File: config.mk
export PLATFORM = sky130hd
export DESIGN_NAME = mem_port_arbiter_flat
export DESIGN_NICKNAME = d
export VERILOG_FILES = /design/src/rtl/mem_port_arbiter_if.sv /design/src/rtl/mem_port_arbiter.sv /design/src/flat_wrapper.sv
export SDC_FILE = /design/constraint.sdc
export NUM_CORES = 1
export LEC_CHECK = 0
export BUFFER_PORTS_ARGS = -buffer_cell sky130_fd_sc_hd__buf_2
export CORE_MARGIN = 3
export CORE_UTILIZATION = 23
export CTS_CLUSTER_DIAMETER = 80
export DETAILED_ROUTE_END_ITERATION = 8
export HOLD_SLACK_MARGIN = 0.02
export PLACE_DENSITY = 0.57
export SYNTH_ARGS = -nofsm -noshare
export SYNTH_HDL_FRONTEND = slang
export SYNTH_SLANG_ARGS = --single-unit
File: constraint.sdc
create_clock -name CLK -period 1.5 [get_ports CLK]
set_clock_uncertainty 0.05 [all_clocks]
set_input_delay 0.15 -clock CLK [delete_from_list [all_inputs] [get_ports CLK]]
set_output_delay 0.15 -clock CLK [all_outputs]
set_load 0.01 [all_outputs]
File: src/rtl/mem_port_arbiter_if.sv
`default_nettype none
// ============================================================================
//  Module      : mem_port_arbiter_if
//  Description : Bundle of the icache, dcache, write-queue and RAM-side
//                signals around the single-ported memory arbiter.
//  Revision    : 1.0 - initial release
// ============================================================================
interface mem_port_arbiter_if;
    // icache read-miss requester
    logic        iREN;
    logic [31:0] iaddr;
    logic        iwait;
    // dcache read-miss requester
    logic        dmissREN;
    logic [31:0] dmissaddr;
    logic        dwait;
    // write-queue drain requester
    logic        wq_dqueueWEN;
    logic [31:0] wq_wdaddr;
    logic [31:0] wq_dstore;
    logic        wq_full;
    logic        wq_match;
    logic        wq_dwait;
    // RAM port
    logic        ramREN;
    logic        ramWEN;
    logic [31:0] ramaddr;
    logic [31:0] ramstore;
    logic [31:0] ramload;
    logic        ram_wait;
    logic [31:0] rdata;

    // Arbiter side
    modport slave (
        input  iREN, iaddr, dmissREN, dmissaddr,
        input  wq_dqueueWEN, wq_wdaddr, wq_dstore, wq_full, wq_match,
        input  ramload, ram_wait,
        output iwait, dwait, wq_dwait,
        output ramREN, ramWEN, ramaddr, ramstore, rdata
    );

    // Requester / memory side
    modport master (
        output iREN, iaddr, dmissREN, dmissaddr,
        output wq_dqueueWEN, wq_wdaddr, wq_dstore, wq_full, wq_match,
        output ramload, ram_wait,
        input  iwait, dwait, wq_dwait,
        input  ramREN, ramWEN, ramaddr, ramstore, rdata
    );
endinterface
`default_nettype wire

File: src/rtl/mem_port_arbiter.sv
`default_nettype none
// ============================================================================
//  Module      : mem_port_arbiter
//  Description : Shares one single-ported RAM between icache read misses,
//                dcache read misses and write-queue drains. One single-word
//                transaction at a time, read-after-write ordering on address
//                conflict, forced drain when the queue is full, and bounded
//                icache starvation.
//  Revision    : 1.0 - initial release
// ============================================================================
module mem_port_arbiter #(
    // Cycles a pending icache request may wait before it outranks dcache.
    parameter int STARVE_LIMIT = 8,
    // Starvation counter width; 2**CNT_W must exceed STARVE_LIMIT.
    parameter int CNT_W        = 4
) (
    input  logic              CLK,
    input  logic              nRST,
    mem_port_arbiter_if.slave bus
);

    typedef enum logic [1:0] {
        IDLE  = 2'd0,
        IREAD = 2'd1,
        DREAD = 2'd2,
        WRITE = 2'd3
    } state_t;

    localparam logic [CNT_W-1:0] c_starve_max = CNT_W'(STARVE_LIMIT);
    localparam logic [CNT_W-1:0] c_cnt_one    = CNT_W'(1);

    state_t             r_state;
    state_t             w_next_state;
    logic [31:0]        r_addr;
    logic [31:0]        r_store;
    logic [31:0]        w_grant_addr;
    logic [31:0]        w_grant_store;
    logic [CNT_W-1:0]   r_starve_cnt;
    logic               w_starved;
    logic               w_done;
    logic               w_raw_conflict;

    // The icache has waited long enough to jump ahead of dcache traffic.
    assign w_starved      = (r_starve_cnt == c_starve_max);
    // A dcache miss whose address still sits in the write queue must wait
    // until every matching entry has been written back.
    assign w_raw_conflict = bus.dmissREN && bus.wq_match && bus.wq_dqueueWEN;
    // Any granted transaction finishes in the first cycle RAM is not busy.
    assign w_done         = (r_state != IDLE) && !bus.ram_wait;

    // Next-state selection: fixed-priority arbitration from IDLE, otherwise
    // hold the granted transaction until RAM releases it.
    always_comb begin
        w_next_state  = r_state;
        w_grant_addr  = r_addr;
        w_grant_store = r_store;
        case (r_state)
            IDLE: begin
                if (bus.wq_dqueueWEN && bus.wq_full) begin
                    w_next_state  = WRITE;
                    w_grant_addr  = bus.wq_wdaddr;
                    w_grant_store = bus.wq_dstore;
                end else if (bus.iREN && w_starved) begin
                    w_next_state  = IREAD;
                    w_grant_addr  = bus.iaddr;
                end else if (w_raw_conflict) begin
                    w_next_state  = WRITE;
                    w_grant_addr  = bus.wq_wdaddr;
                    w_grant_store = bus.wq_dstore;
                end else if (bus.dmissREN) begin
                    w_next_state  = DREAD;
                    w_grant_addr  = bus.dmissaddr;
                end else if (bus.iREN) begin
                    w_next_state  = IREAD;
                    w_grant_addr  = bus.iaddr;
                end else if (bus.wq_dqueueWEN) begin
                    w_next_state  = WRITE;
                    w_grant_addr  = bus.wq_wdaddr;
                    w_grant_store = bus.wq_dstore;
                end
            end
            IREAD, DREAD, WRITE: begin
                if (!bus.ram_wait) begin
                    w_next_state = IDLE;
                end
            end
            default: begin
                w_next_state = IDLE;
            end
        endcase
    end

    // State register.
    always_ff @(posedge CLK) begin
        if (!nRST) begin
            r_state <= IDLE;
        end else begin
            r_state <= w_next_state;
        end
    end

    // Latch address/data at the grant edge so the RAM sees stable values for
    // the whole transaction; reads leave the store register untouched.
    always_ff @(posedge CLK) begin
        if (!nRST) begin
            r_addr  <= '0;
            r_store <= '0;
        end else if (r_state == IDLE) begin
            r_addr  <= w_grant_addr;
            r_store <= w_grant_store;
        end
    end

    // Count cycles the icache spends waiting outside its own read; saturate
    // at the limit and restart once its read completes.
    always_ff @(posedge CLK) begin
        if (!nRST) begin
            r_starve_cnt <= '0;
        end else if (r_state == IREAD) begin
            if (!bus.ram_wait) begin
                r_starve_cnt <= '0;
            end
        end else if (bus.iREN && (r_starve_cnt != c_starve_max)) begin
            r_starve_cnt <= r_starve_cnt + c_cnt_one;
        end
    end

    // RAM strobes follow the state directly, so they are mutually exclusive
    // and both low in IDLE.
    assign bus.ramREN   = (r_state == IREAD) || (r_state == DREAD);
    assign bus.ramWEN   = (r_state == WRITE);
    assign bus.ramaddr  = r_addr;
    assign bus.ramstore = r_store;
    assign bus.rdata    = bus.ramload;

    // Each wait line drops only during the completing cycle of its own
    // transaction.
    assign bus.iwait    = !(w_done && (r_state == IREAD));
    assign bus.dwait    = !(w_done && (r_state == DREAD));
    assign bus.wq_dwait = !(w_done && (r_state == WRITE));

endmodule
`default_nettype wire

File: src/flat_wrapper.sv
// flat-port wrapper written by rule: the top's interface ports become plain ports
module mem_port_arbiter_flat 
#(
                                                                          
    parameter int STARVE_LIMIT = 8,
                                                                   
    parameter int CNT_W        = 4
)
  (CLK, nRST, bus_iREN, bus_iaddr, bus_dmissREN, bus_dmissaddr, bus_wq_dqueueWEN, bus_wq_wdaddr, bus_wq_dstore, bus_wq_full, bus_wq_match, bus_ramload, bus_ram_wait, bus_iwait, bus_dwait, bus_wq_dwait, bus_ramREN, bus_ramWEN, bus_ramaddr, bus_ramstore, bus_rdata);
  mem_port_arbiter_if bus_i ();
  input  logic CLK;
  input  logic nRST;
  input wire logic [$bits(bus_i.iREN)-1:0] bus_iREN;
  input wire logic [$bits(bus_i.iaddr)-1:0] bus_iaddr;
  input wire logic [$bits(bus_i.dmissREN)-1:0] bus_dmissREN;
  input wire logic [$bits(bus_i.dmissaddr)-1:0] bus_dmissaddr;
  input wire logic [$bits(bus_i.wq_dqueueWEN)-1:0] bus_wq_dqueueWEN;
  input wire logic [$bits(bus_i.wq_wdaddr)-1:0] bus_wq_wdaddr;
  input wire logic [$bits(bus_i.wq_dstore)-1:0] bus_wq_dstore;
  input wire logic [$bits(bus_i.wq_full)-1:0] bus_wq_full;
  input wire logic [$bits(bus_i.wq_match)-1:0] bus_wq_match;
  input wire logic [$bits(bus_i.ramload)-1:0] bus_ramload;
  input wire logic [$bits(bus_i.ram_wait)-1:0] bus_ram_wait;
  output wire logic [$bits(bus_i.iwait)-1:0] bus_iwait;
  output wire logic [$bits(bus_i.dwait)-1:0] bus_dwait;
  output wire logic [$bits(bus_i.wq_dwait)-1:0] bus_wq_dwait;
  output wire logic [$bits(bus_i.ramREN)-1:0] bus_ramREN;
  output wire logic [$bits(bus_i.ramWEN)-1:0] bus_ramWEN;
  output wire logic [$bits(bus_i.ramaddr)-1:0] bus_ramaddr;
  output wire logic [$bits(bus_i.ramstore)-1:0] bus_ramstore;
  output wire logic [$bits(bus_i.rdata)-1:0] bus_rdata;
  assign bus_i.iREN = bus_iREN;
  assign bus_i.iaddr = bus_iaddr;
  assign bus_i.dmissREN = bus_dmissREN;
  assign bus_i.dmissaddr = bus_dmissaddr;
  assign bus_i.wq_dqueueWEN = bus_wq_dqueueWEN;
  assign bus_i.wq_wdaddr = bus_wq_wdaddr;
  assign bus_i.wq_dstore = bus_wq_dstore;
  assign bus_i.wq_full = bus_wq_full;
  assign bus_i.wq_match = bus_wq_match;
  assign bus_i.ramload = bus_ramload;
  assign bus_i.ram_wait = bus_ram_wait;
  assign bus_iwait = bus_i.iwait;
  assign bus_dwait = bus_i.dwait;
  assign bus_wq_dwait = bus_i.wq_dwait;
  assign bus_ramREN = bus_i.ramREN;
  assign bus_ramWEN = bus_i.ramWEN;
  assign bus_ramaddr = bus_i.ramaddr;
  assign bus_ramstore = bus_i.ramstore;
  assign bus_rdata = bus_i.rdata;
  mem_port_arbiter #(.STARVE_LIMIT(STARVE_LIMIT), .CNT_W(CNT_W)) u_core (.CLK(CLK), .nRST(nRST), .bus(bus_i));
endmodule
### After elaboration in Yosys (flattened, before gate mapping)

Index checks and enable logic that the tools add are counted.

* register bits after elaboration: 70
* input port bits: 168
* word-level logic and storage cells: 63

* add/subtract/negate cells: 1
* equal/unequal tests: 11
* mux-type cells: 23
* reductions and logical operators: 24

Operators by type and width (number)
* 32-bit two-way mux: 12
* 2-bit two-way mux: 7
* 4-bit two-way mux: 3
* 1-bit logical AND: 9
* 7-bit by 4-bit != test with 1-bit output, second input constant: 1
* 3-bit by 1-bit != test with 1-bit output, second input constant: 2
* 2-bit AND reduction: 3
* 6-bit nonzero test: 1
* 5-bit AND reduction: 1
* 4-bit by 1-bit adder with 4-bit output, second input constant: 1
* 2-bit equality test, second input constant: 2
* 4-bit equality test, second input constant: 1
* 1-bit logical NOT: 4
* 2-bit != test, second input constant: 2
* 4-bit != test, second input constant: 1
* 2-bit one-hot mux with 2 select lines: 1
* 2-bit nonzero test: 2
* 3-bit nonzero test: 1
* 3-bit OR reduction: 1
* 2-bit by 1-bit equality test with 1-bit output, second input constant: 1
* 2-bit logical NOT: 1
* 2-bit by 1-bit != test with 1-bit output, second input constant: 1
* 1-bit logical OR: 1

### Logic depth before layout (Yosys ltp)

Gate-level depths: netlist of run 1.

* word-level depth: 7
* mapped depth: 8
* mapped depth without buffers: 6

### Least setup slack after synthesis of run 1

Ideal clock, no wire load.

* kind: register -> register
* from: register u_core.r_starve_cnt[0]
* to: register u_core.r_addr[17] (netlist: u_core.bus.ramaddr[17])
* setup time: 0.070 ns
* arrival: 1.441 ns
* required time: 1.380 ns
* path slack: -0.061 ns
* cell stages (with the launch flop): 9
* path buffers: 2
* path through: dfxtp_1 -> inv_1 -> ha_1 -> nand4b_4 -> nand2_1 -> buf_2 -> buf_6 -> a211o_1 -> a21oi_1

* word-level cells in the longest chain between the ends: 4
* elaborated cells on any way between the ends: 6

RTL lines
* start: declaration: RTL line mem_port_arbiter.sv:38 `logic [CNT_W-1:0] r_starve_cnt;`
* start signal: assignment: RTL line mem_port_arbiter.sv:124 `r_starve_cnt <= r_starve_cnt + c_cnt_one;`
* 4-bit equality test (*): RTL line mem_port_arbiter.sv:44 `assign w_starved = (r_starve_cnt == c_starve_max);`
* 1-bit logical AND (*): RTL line mem_port_arbiter.sv:63 `end else if (bus.iREN && w_starved) begin`
* 6-bit nonzero test (no source line) / 32-bit two-way mux (equally long branches)
* 2-bit AND reduction (no source line) / 32-bit two-way mux (equally long branches)
* end signal: assignment: RTL line mem_port_arbiter.sv:109 `r_addr <= w_grant_addr;`
* end: declaration: RTL line mem_port_arbiter.sv:34 `logic [31:0] r_addr;`

Every way passes the cells marked *; elsewhere a longest branch is shown, timed or not.
A chain may end at the register's enable or synchronous reset.

### Final worst setup path of run 1

* from: register u_core.r_starve_cnt[1]
* to: register u_core.r_store[2] (netlist: u_core.bus.ramstore[2])

* word-level cells in the longest chain between the ends: 4

RTL lines
* 4-bit equality test: RTL line mem_port_arbiter.sv:44
* 1-bit logical AND: RTL line mem_port_arbiter.sv:63
* 2-bit by 1-bit != test with 1-bit output (no source line)
* 5-bit AND reduction (no source line)
* end signal: assignment: RTL line mem_port_arbiter.sv:110 `r_store <= w_grant_store;`
* end: declaration: RTL line mem_port_arbiter.sv:35 `logic [31:0] r_store;`

Every way passes these cells.

==> results of run 1 <==
## synth_stat cells (9+ instances only)
library cell | number | area share
dfxtp_1 | 70 | 0.31
o21ai_0 | 64 | 0.070
buf_4 | 43 | 0.071
nand3_1 | 33 | 0.036
a21oi_1 | 31 | 0.034
a21boi_1 | 30 | 0.049
a221oi_1 | 30 | 0.058
a211oi_1 | 29 | 0.048
a211o_1 | 28 | 0.054
mux2i_1 | 28 | 0.062
nor2b_1 | 28 | 0.038
clkbuf_1 | 18 | 0.015
buf_2 | 16 | 0.018
nand2_1 | 11 | 0.0091
buf_6 | 9 | 0.022
## power groups by stage
stage               Clock (mW)  Sequential (mW)  Combinational (mW)
CTS                       2.41             2.27                2.50
floorplan                    0             2.43                1.23
global route              2.49             2.31                2.88
finish                    2.33             2.27                2.65
global placement             0             2.30                2.25
detailed placement           0             2.30                2.27
## cell usage in the layout, fill, tap and decap left out, types with 3 or more instances in the layout
master,instances
nand2_1,8
mux2i_1,28
a21oi_1,29
dlygate4sd3_1,34
o21ai_0,64
buf_4,25
nor2b_1,28
inv_2,3
dfxtp_1,66
nand3_2,15
nand3_1,18
a221oi_2,19
dfxtp_2,4
buf_6,9
a221oi_1,11
a211oi_1,28
and3_4,3
a21boi_1,31
clkbuf_16,10
nor2_1,7
ha_4,4
buf_12,12
buf_2,204
a211o_1,28
## layout make-up
type | instances | area (um2)
Clock buffer | 10 | 229.0
Clock inverter | 6 | 86.33
Fill cell | 1942 | 12160
Inverter | 5 | 21.27
Multi-Input combinational cell | 366 | 2882
Sequential cell | 70 | 1406
Tap cell | 260 | 325.3
Timing Repair Buffer | 287 | 1971
## cell families after synthesis
| group | after synthesis | synth area share |
|---|---|---|
| compound gates | 233 | 0.3579 |
| xor+xnor | 2 | 0.003849 |
| fa+ha+maj | 6 | 0.01649 |
| buf+inv | 91 | 0.1297 |
| flops | 70 | 0.3079 |
| mux | 28 | 0.06157 |
| simple gates | 97 | 0.1226 |
## what timing repair did
item / 4_1_cts / 5_1_grt
endpoints found under the hold margin: 34 / 0
setup endpoints to repair: 70 / 68
pin swaps: 35 / 28
resized for setup: 43 / 37
gates cloned: 2 / 1
buffers inserted: 7 / 3
hold buffers: 34 / 0
## worst reg2reg max path: cells and delay by family, from the launching register on
family                     cells  cell delay (ps)
DFF                            1              340
buffers and inverters          3              330
and+or+nand+nor                2              320
AOI/OAI and AO/OA              2              270
adders and majority gates      1              160
## through the flow
step / setup TNS [ps] / power [mW] / std cells / hold WS (ps) / utilization
after floorplan: 0 / 3.662 / 527 / 246.6 / -
after global placement: -756.0 / 4.556 / 943 / 250.1 / 0.3022
after detailed placement: -1428 / 4.569 / 943 / 250.1 / 0.3022
after CTS: -610.3 / 7.190 / 1000 / 62.94 / 0.3502
after global routing: -3533 / 7.681 / 1004 / 71.45 / 0.3627
final: -788.5 / 7.255 / 1004 / 58.11 / 0.3627
## metal layers
layer / global-route usage / vias up
li1: - / 2386
met3: 0.04066 / 16
met4: 0.04186 / 0
met5: 0 / -
met2: 0.2478 / 167
met1: 0.1901 / 2368
## flip-flops by register name, summed over array words and instances (netlist names)
signal / flops
u_core.bus.ramstore: 32
u_core.bus.ramaddr: 32
u_core.r_starve_cnt: 4
u_core.r_state: 2
## how the worst max path moves through the flow
stage / end / cells after the start
2_1_floorplan: u_core.bus.ramaddr[11]$_SDFFE_PN0P_ / 7
3_3_place_gp: u_core.bus.ramaddr[7]$_SDFFE_PN0P_ / 6
3_5_place_dp: u_core.bus.ramaddr[8]$_SDFFE_PN0P_ / 6
4_1_cts: u_core.bus.ramaddr[7]$_SDFFE_PN0P_ / 7
5_1_grt: u_core.bus.ramstore[1]$_SDFFE_PN0P_ / 8
6_report: u_core.bus.ramstore[2]$_SDFFE_PN0P_ / 8
==> impl_metrics.tcl, run 1 <==
set metrics [dict create \
    status "complete, but fails checks" \
    failed_checks "negative setup slack" \
    cap_violations 0 \
    grt_pass1_vias 4889 \
    yosys_warnings 0 \
    postSynth.asyncResetShare 0 \
    pwr-share-clk 0.321 \
    track_usage 0.1492 \
    placed_area_mm2 0.005767 \
    p_switching_mw 2.408 \
    cts_tree "built" \
    start_util 0.2386 \
    diodes 0 \
    hp-start "bus_iaddr[11]" \
    ant_nets 0 \
    die_area_mm2 0.02152 \
    layout_setup_ws_ps -49.70 \
    dr.pass1.iters 4 \
    wire_per_inst_um 16.80 \
    cp-start-kind "register" \
    max_freq_mhz 645.3 \
    r2r_slack_ps -50 \
    cts_buffer_depth 2 \
    cts_max_level 3 \
    r2r-start "u_core.r_starve_cnt[1]$_SDFFE_PN0P_" \
    drc 0 \
    ios 269 \
    hold_violations 0 \
    critPathTopFamily "flip-flops" \
    gp_congestion 0.7320 \
    die_w_um 146.7 \
    grt_setup_unrepaired "true" \
    critPathBufInv 3 \
    synth_edf_count 0 \
    mappedNetlistArea_mm2 0.004552 \
    cpMaxStageDelayCell "dfxtp_2" \
    setup_viol 34 \
    cp_slowest_stage_delay_ps 340 \
    place_ws_ps -252.9 \
    final_max_slew_viol_count 0 \
    coreArea_mm2 0.01908 \
    drt-vias-per-instance 4.917 \
    cts_made_buffers 9 \
    power.density_mw_per_mm2 1048 \
    clk_latency_ps 340 \
    holdCritPathClass "input pin to register" \
    worstHoldPathCells 3 \
    postSynthAreaPerCell_um2 8.637 \
    total_leakage_power_nw 3.156 \
    endpoint_kind "register" \
    worstPathCellList "inv_2 -> ha_4 -> and4b_2 -> a2bb2oi_4 -> buf_6 -> clkbuf_16 -> nand3_1 -> a21boi_1" \
    overflow 0 \
    irDropWorstVdd_uv 508.8 \
    drtIter0Drc 291 \
    worstPathMaxFanout 8 \
    routed_wirelength_um 16860 \
    netlist_instances 527 \
    grt_pass1_wl_um 25990 \
    port_buffers 204 \
    seqPwrFrac 0.314 \
    slew_headroom 0.6726 \
    tightestPinTransition_ps 491.1 \
    hold_end "u_core.bus.ramaddr[11]$_SDFFE_PN0P_" \
    vias 4937 \
    topRoutingLayerUsed "met4" \
    dp_hpwl_um 11120 \
    arrival_ps 1770 \
    route.met3.wl_um 976 \
    rr_worst_depth 8 \
    switching_share 0.3320 \
    row_count 50 \
    antenna_found_initial 0 \
    required_ps 1720 \
    period_needed_ps 1550 \
    clkTransAtPathRegs_ps 60 \
    syn2layout_area_growth_pct 52.03 \
    drive_above_1_share 0.4543 \
    fin_area_mm2 0.006920 \
    intPower_mw 4.846 \
    root_buffer "clkbuf_16" \
    die_y_um 146.7 \
    met1Wirelength_um 7358 \
    syn_nets 701 \
    ys.flop_type "dfxtp_1" \
    r2r_end "u_core.bus.ramstore[2]$_SDFFE_PN0P_" \
    p_comb_frac 0.366 \
    dr_wl_met2_um 8332 \
    yosys_register_bits 70 \
    grt_max_degree 72 \
    crit_type "register to register" \
    nNetsFinal 913 \
    min_period_over_period 1.033 \
    critical_path.startpoint "u_core.r_starve_cnt[1]$_SDFFE_PN0P_" \
    cts_sinks 70 \
    seq_area_frac_synth 0.3079 \
    yosysUniqueCellTypes 47 \
]
Note: power is estimated with default switching activity, not from simulation.
==> run 2, diff against run 1 <==
SETUP_SLACK_MARGIN = 0.02   (was default)
SLEW_MARGIN = 20   (was default)
==> run 2 against run 1 <==
  * The run still ends with negative setup slack left
  * Worst setup slack lost 32 ps
  * Final cell count grew 1.0%
  * Via count grew 1.9%
  * Largest power group unchanged
  * Combinational power grew 18%
  * Largest cell class unchanged
==> impl_metrics.tcl, run 2 (synthesis results as in run 1) <==
set metrics [dict create \
    tightestPinTransition_ps 535.6 \
    cts_tree "built" \
    ios 269 \
    cts_buffer_depth 2 \
    dp_hpwl_um 11440 \
    worstHoldPathCells 3 \
    power.density_mw_per_mm2 1057 \
    port_buffers 204 \
    cp-start-kind "register" \
    required_ps 1720 \
    fin_area_mm2 0.007223 \
    drc 0 \
    drt-vias-per-instance 4.963 \
    drtIter0Drc 271 \
    seqPwrFrac 0.299 \
    period_needed_ps 1582 \
    rr_worst_depth 8 \
    endpoint_kind "register" \
    antenna_found_initial 1 \
    overflow 0 \
    p_comb_frac 0.411 \
    switching_share 0.3407 \
    pwr-share-clk 0.290 \
    cts_sinks 70 \
    arrival_ps 1800 \
    hp-start "bus_wq_wdaddr[8]" \
    routed_wirelength_um 18660 \
    dr.pass1.iters 6 \
    status "complete, but fails checks" \
    cts_made_buffers 9 \
    r2r-start "u_core.r_starve_cnt[1]$_SDFFE_PN0P_" \
    layout_setup_ws_ps -81.73 \
    coreArea_mm2 0.01908 \
    worstPathMaxFanout 8 \
    hold_violations 0 \
    r2r_slack_ps -80 \
    ant_nets 0 \
    clk_latency_ps 330 \
    row_count 50 \
    final-seq-area_mm2 0.001406 \
    wire_per_inst_um 18.41 \
    grt_setup_unrepaired "true" \
    drive_above_1_share 0.4754 \
    vias 5032 \
    met1Wirelength_um 8429 \
    track_usage 0.1513 \
    min_period_over_period 1.054 \
    topRoutingLayerUsed "met4" \
    setup_viol 45 \
    gp_congestion 0.7793 \
    nFillCells 1952 \
    grt_pass1_wl_um 26640 \
    r2r_end "u_core.bus.ramstore[17]$_SDFFE_PN0P_" \
    die_area_mm2 0.02152 \
    p_switching_mw 2.601 \
    hold_end "u_core.bus.ramaddr[8]$_SDFFE_PN0P_" \
    grt_max_degree 72 \
    final_max_slew_viol_count 0 \
    die_w_um 146.7 \
    syn2layout_area_growth_pct 58.69 \
    cts_max_level 3 \
    intPower_mw 5.033 \
    nNetsFinal 923 \
    finalPower_mw 7.634 \
    total_leakage_power_nw 3.306 \
    irDropWorstVdd_uv 582.8 \
    crit_type "register to register" \
    die_y_um 146.7 \
    holdCritPathClass "input pin to register" \
    max_freq_mhz 632.2 \
    failed_checks "negative setup slack" \
    multi_input_area_mm2 0.002957 \
    grt_pass1_vias 5037 \
    route.met3.wl_um 1153 \
    root_buffer "clkbuf_16" \
    start_util 0.2386 \
    dr_wl_met2_um 8685 \
    cap_violations 0 \
    layout_commonest_cell "buf_2" \
    placed_area_mm2 0.005784 \
    clkTransAtPathRegs_ps 60 \
    slew_headroom 0.6429 \
    layout_common_cells "204 x buf_2, 66 x dfxtp_1, 63 x o21ai_0" \
]
-- run 2: timing repair --
action                     in CTS  in global routing
cloned                          1                 14
buffers inserted                2                  3
pin swaps                       4                 43
resized for setup              30                 52
hold endpoints to repair       33                  0
setup endpoints to repair      71                 71
hold buffers                   33                  0
-- run 2: worst max path at each step --
stage                     cells after the start                                    to  slack (ps)                                start
after global placement                        6    u_core.bus.ramaddr[7]$_SDFFE_PN0P_         -20  u_core.r_starve_cnt[0]$_SDFFE_PN0P_
after CTS                                     7  u_core.bus.ramstore[31]$_SDFFE_PN0P_         -20  u_core.r_starve_cnt[0]$_SDFFE_PN0P_
after floorplan                               6    u_core.bus.ramaddr[7]$_SDFFE_PN0P_          20  u_core.r_starve_cnt[0]$_SDFFE_PN0P_
after global routing                          8  u_core.bus.ramstore[12]$_SDFFE_PN0P_        -150  u_core.r_starve_cnt[1]$_SDFFE_PN0P_
final                                         8  u_core.bus.ramstore[17]$_SDFFE_PN0P_         -80  u_core.r_starve_cnt[1]$_SDFFE_PN0P_
after detailed placement                      7    u_core.bus.ramaddr[8]$_SDFFE_PN0P_         -60  u_core.r_starve_cnt[0]$_SDFFE_PN0P_
-- run 2: worst max-delay path, cell delays in order (launching register included) --
cell and delay (ps):
dfxtp_2 330, inv_2 40, ha_4 170, and4b_2 240, a2bb2oi_4 170, buf_12 150, clkbuf_16 160, nand3_1 90
a21boi_1 120
-- run 2: through the flow --
stage                     utilization  std cells  hold slack, ps  setup WS [ps]  setup TNS, ps
after floorplan                     -        527           246.6          24.16              0
after global placement         0.3031        945           250.1         -23.03         -81.24
after detailed placement       0.3031        945           250.1         -60.48         -987.3
after CTS                      0.3461        996           23.25         -20.48         -94.11
after global routing           0.3786       1014           42.38         -147.9          -6379
final                          0.3786       1014           40.91         -81.73          -2317
-- run 2: final cells by class --
class,count,share of cell area
multi-input combinational,366,0.4093
timing repair buffer,297,0.3068
sequential,70,0.1947
tap,260,0.04504
clock buffer,10,0.03309
clock inverter,5,0.008141
inverter,5,0.002598
antenna,1,0.0003464
-- run 2: metal layers --
| metal | GRT usage | vias to the layer above |
|---|---|---|
| li1 | - | 2423 |
| met1 | 0.1946 | 2393 |
| met2 | 0.2406 | 188 |
| met3 | 0.04159 | 28 |
| met4 | 0.05880 | 0 |
| met5 | 0 | - |
-- run 2: power groups by stage --
stage / clock (mW) / combinational (mW) / sequential [mW]
detailed placement: 0 / 2.27 / 2.31
floorplan: 0 / 1.24 / 2.43
global placement: 0 / 2.25 / 2.32
finish: 2.22 / 3.14 / 2.28
CTS: 2.31 / 2.51 / 2.28
global route: 2.36 / 3.38 / 2.31
==> run 3, diff against run 2 <==
--- a/constraint.sdc
+++ b/constraint.sdc
@@ -4,2 +4,2 @@
 set_output_delay 0.15 -clock CLK [all_outputs]
-set_load 0.01 [all_outputs]
+set_load 0.005 [all_outputs]
==> run 3 against run 2 <==
  * The run still ends with negative setup slack left
  * Largest power group unchanged
  * Total power is 1.5% lower
  * Register-to-register slack hardly changed
  * Critical path depth stayed put
  * Clock-buffer cell count stayed put
  * Final area is 0.19% lower
  * Highest routed layer unchanged
  * Via count is 0.48% lower
  * First-iteration DRC count is 11% higher
  * Sequential power hardly changed
  * Clock power hardly changed
  * Critical path type unchanged
  * Non-clock buffer count stayed put
  * Core utilization is 0.072 points lower
  * Global-route usage stayed put
==> impl_metrics.tcl, run 3 (synthesis results as in run 1) <==
set metrics [dict create \
    setup_viol 45 \
    min_period_over_period 1.054 \
    hold_violations 0 \
    placed_area_mm2 0.005784 \
    r2r-start "u_core.r_starve_cnt[1]$_SDFFE_PN0P_" \
    gp_congestion 0.7793 \
    die_y_um 146.7 \
    cp-start-kind "register" \
    slew_headroom 0.6389 \
    drc 0 \
    cap_violations 0 \
    row_count 50 \
    worstPathCellList "inv_2 -> ha_4 -> and4b_2 -> a2bb2oi_4 -> buf_12 -> clkbuf_16 -> nand3_1 -> a21boi_1" \
    dp_hpwl_um 11440 \
    clk_latency_ps 330 \
    layout_setup_ws_ps -81.74 \
    cts_buffer_depth 2 \
    clkTransAtPathRegs_ps 60 \
    grt_pass1_vias 5037 \
    required_ps 1720 \
    endpoint_kind "register" \
    grt_pass1_wl_um 26640 \
    dp_cells 945 \
    holdCritPathClass "input pin to register" \
    power.density_mw_per_mm2 1043 \
    fin_cells 1014 \
    final_max_slew_viol_count 0 \
    die_area_mm2 0.02152 \
    nFillCells 1951 \
    tightestPinTransition_ps 541.7 \
    cpMaxStageDelayCell "dfxtp_2" \
    failed_checks "negative setup slack" \
    antenna_found_initial 1 \
    crit_type "register to register" \
    die_w_um 146.7 \
    grt_setup_unrepaired "true" \
    track_usage 0.1513 \
    drtIter0Drc 301 \
    status "complete, but fails checks" \
    hp-start "bus_wq_wdaddr[8]" \
    dr.pass1.iters 4 \
    critical_path.startpoint "u_core.r_starve_cnt[1]$_SDFFE_PN0P_" \
    syn2layout_area_growth_pct 58.38 \
    fin_area_mm2 0.007209 \
    wire_per_inst_um 18.42 \
    total_leakage_power_nw 3.304 \
    irDropWorstVdd_uv 583.6 \
    drive_above_1_share 0.4754 \
    coreArea_mm2 0.01908 \
    cp_slowest_stage_delay_ps 330 \
    port_buffers 204 \
    nNetsFinal 923 \
    root_buffer "clkbuf_16" \
    arrival_ps 1800 \
    place_ws_ps -60.48 \
    period_needed_ps 1582 \
    overflow 0 \
    cts_max_level 3 \
    vias 5008 \
    start_util 0.2386 \
    routed_wirelength_um 18670 \
    worstPathMaxFanout 8 \
    cts_made_buffers 9 \
    layout_commonest_cell "buf_2" \
    grt_max_degree 72 \
    ios 269 \
    ant_nets 0 \
    max_freq_mhz 632.2 \
    cts_tree "built" \
    layout_common_cells "204 x buf_2, 66 x dfxtp_1, 63 x o21ai_0" \
    cts_sinks 70 \
    drt-vias-per-instance 4.939 \
]
run 3: cell types whose count changed in the layout (fill, tap and decap cells not counted):
cell | previous run | this run
ha_2 | 2 | 3
buf_6 | 3 | 2
ha_4 | 3 | 2
buf_4 | 31 | 32
run 3: what timing repair did:
item / in CTS / in global routing
setup buffers: 2 / 3
endpoints found under the setup margin: 71 / 71
resized for setup: 30 / 50
hold buffers: 33 / 0
pin swaps: 4 / 43
gates cloned: 1 / 14
hold endpoints to repair: 33 / 0
run 3: path summary, 6_finish.rpt:
| kind | end | slack, ps | cells after the start |
|---|---|---|---|
| min | u_core.bus.ramaddr[8]$_SDFFE_PN0P_ | 40 | 3 |
| min reg2reg | u_core.bus.ramstore[18]$_SDFFE_PN0P_ | 420 | 2 |
| max reg2reg | u_core.bus.ramstore[26]$_SDFFE_PN0P_ | -80 | 8 |
| max | u_core.bus.ramstore[26]$_SDFFE_PN0P_ | -80 | 8 |
run 3: cell type report:
cell class              instances  area [um2]  share of cell area
multi-input cells             366        2947              0.4087
repair buffers                297        2212              0.3068
flip-flops and latches         70        1406              0.1951
well taps                     260       325.3             0.04512
clock buffers                  10       239.0             0.03315
clock inverters                 5       58.81            0.008157
inverters                       5       18.77            0.002603
diodes                          1       2.502           0.0003471
run 3: where the power goes:
| group | switching, mW | internal (mW) | total [mW] |
|---|---|---|---|
| clock | 0.892 | 1.33 | 2.22 |
| sequential | 0.136 | 2.14 | 2.28 |
| combinational | 1.47 | 1.55 | 3.02 |
| total | 2.49 | 5.02 | 7.52 |
run 3: stage by stage:
| stage | power, mW | hold WS (ps) | util | setup TNS (ps) |
|---|---|---|---|---|
| 2_1_floorplan | 3.537 | 246.6 | - | 0 |
| 3_3_place_gp | 4.454 | 250.0 | 0.3031 | -81.24 |
| 3_5_place_dp | 4.466 | 250.0 | 0.3031 | -987.3 |
| 4_1_cts | 6.986 | 23.25 | 0.3461 | -94.11 |
| 5_1_grt | 7.937 | 42.38 | 0.3778 | -6312 |
| 6_report | 7.517 | 43.65 | 0.3778 | -2271 |
run 3: layer usage:
layer / track usage / up-vias / part of all wire
li1: - / 2417 / -
met2: 0.2406 / 172 / 0.47
met4: 0.05880 / 0 / 0.021
met3: 0.04159 / 26 / 0.059
met1: 0.1946 / 2393 / 0.45
met5: 0 / - / 0
run 3: critical path: cells and delay by family (launching register included):
family	cells	cell delay (ps)
AO/OA/AOI/OAI	2	280
buffers and inverters	3	350
AND/OR/NAND/NOR	2	320
adder cells (fa/ha/maj)	1	170
flip-flops	1	330
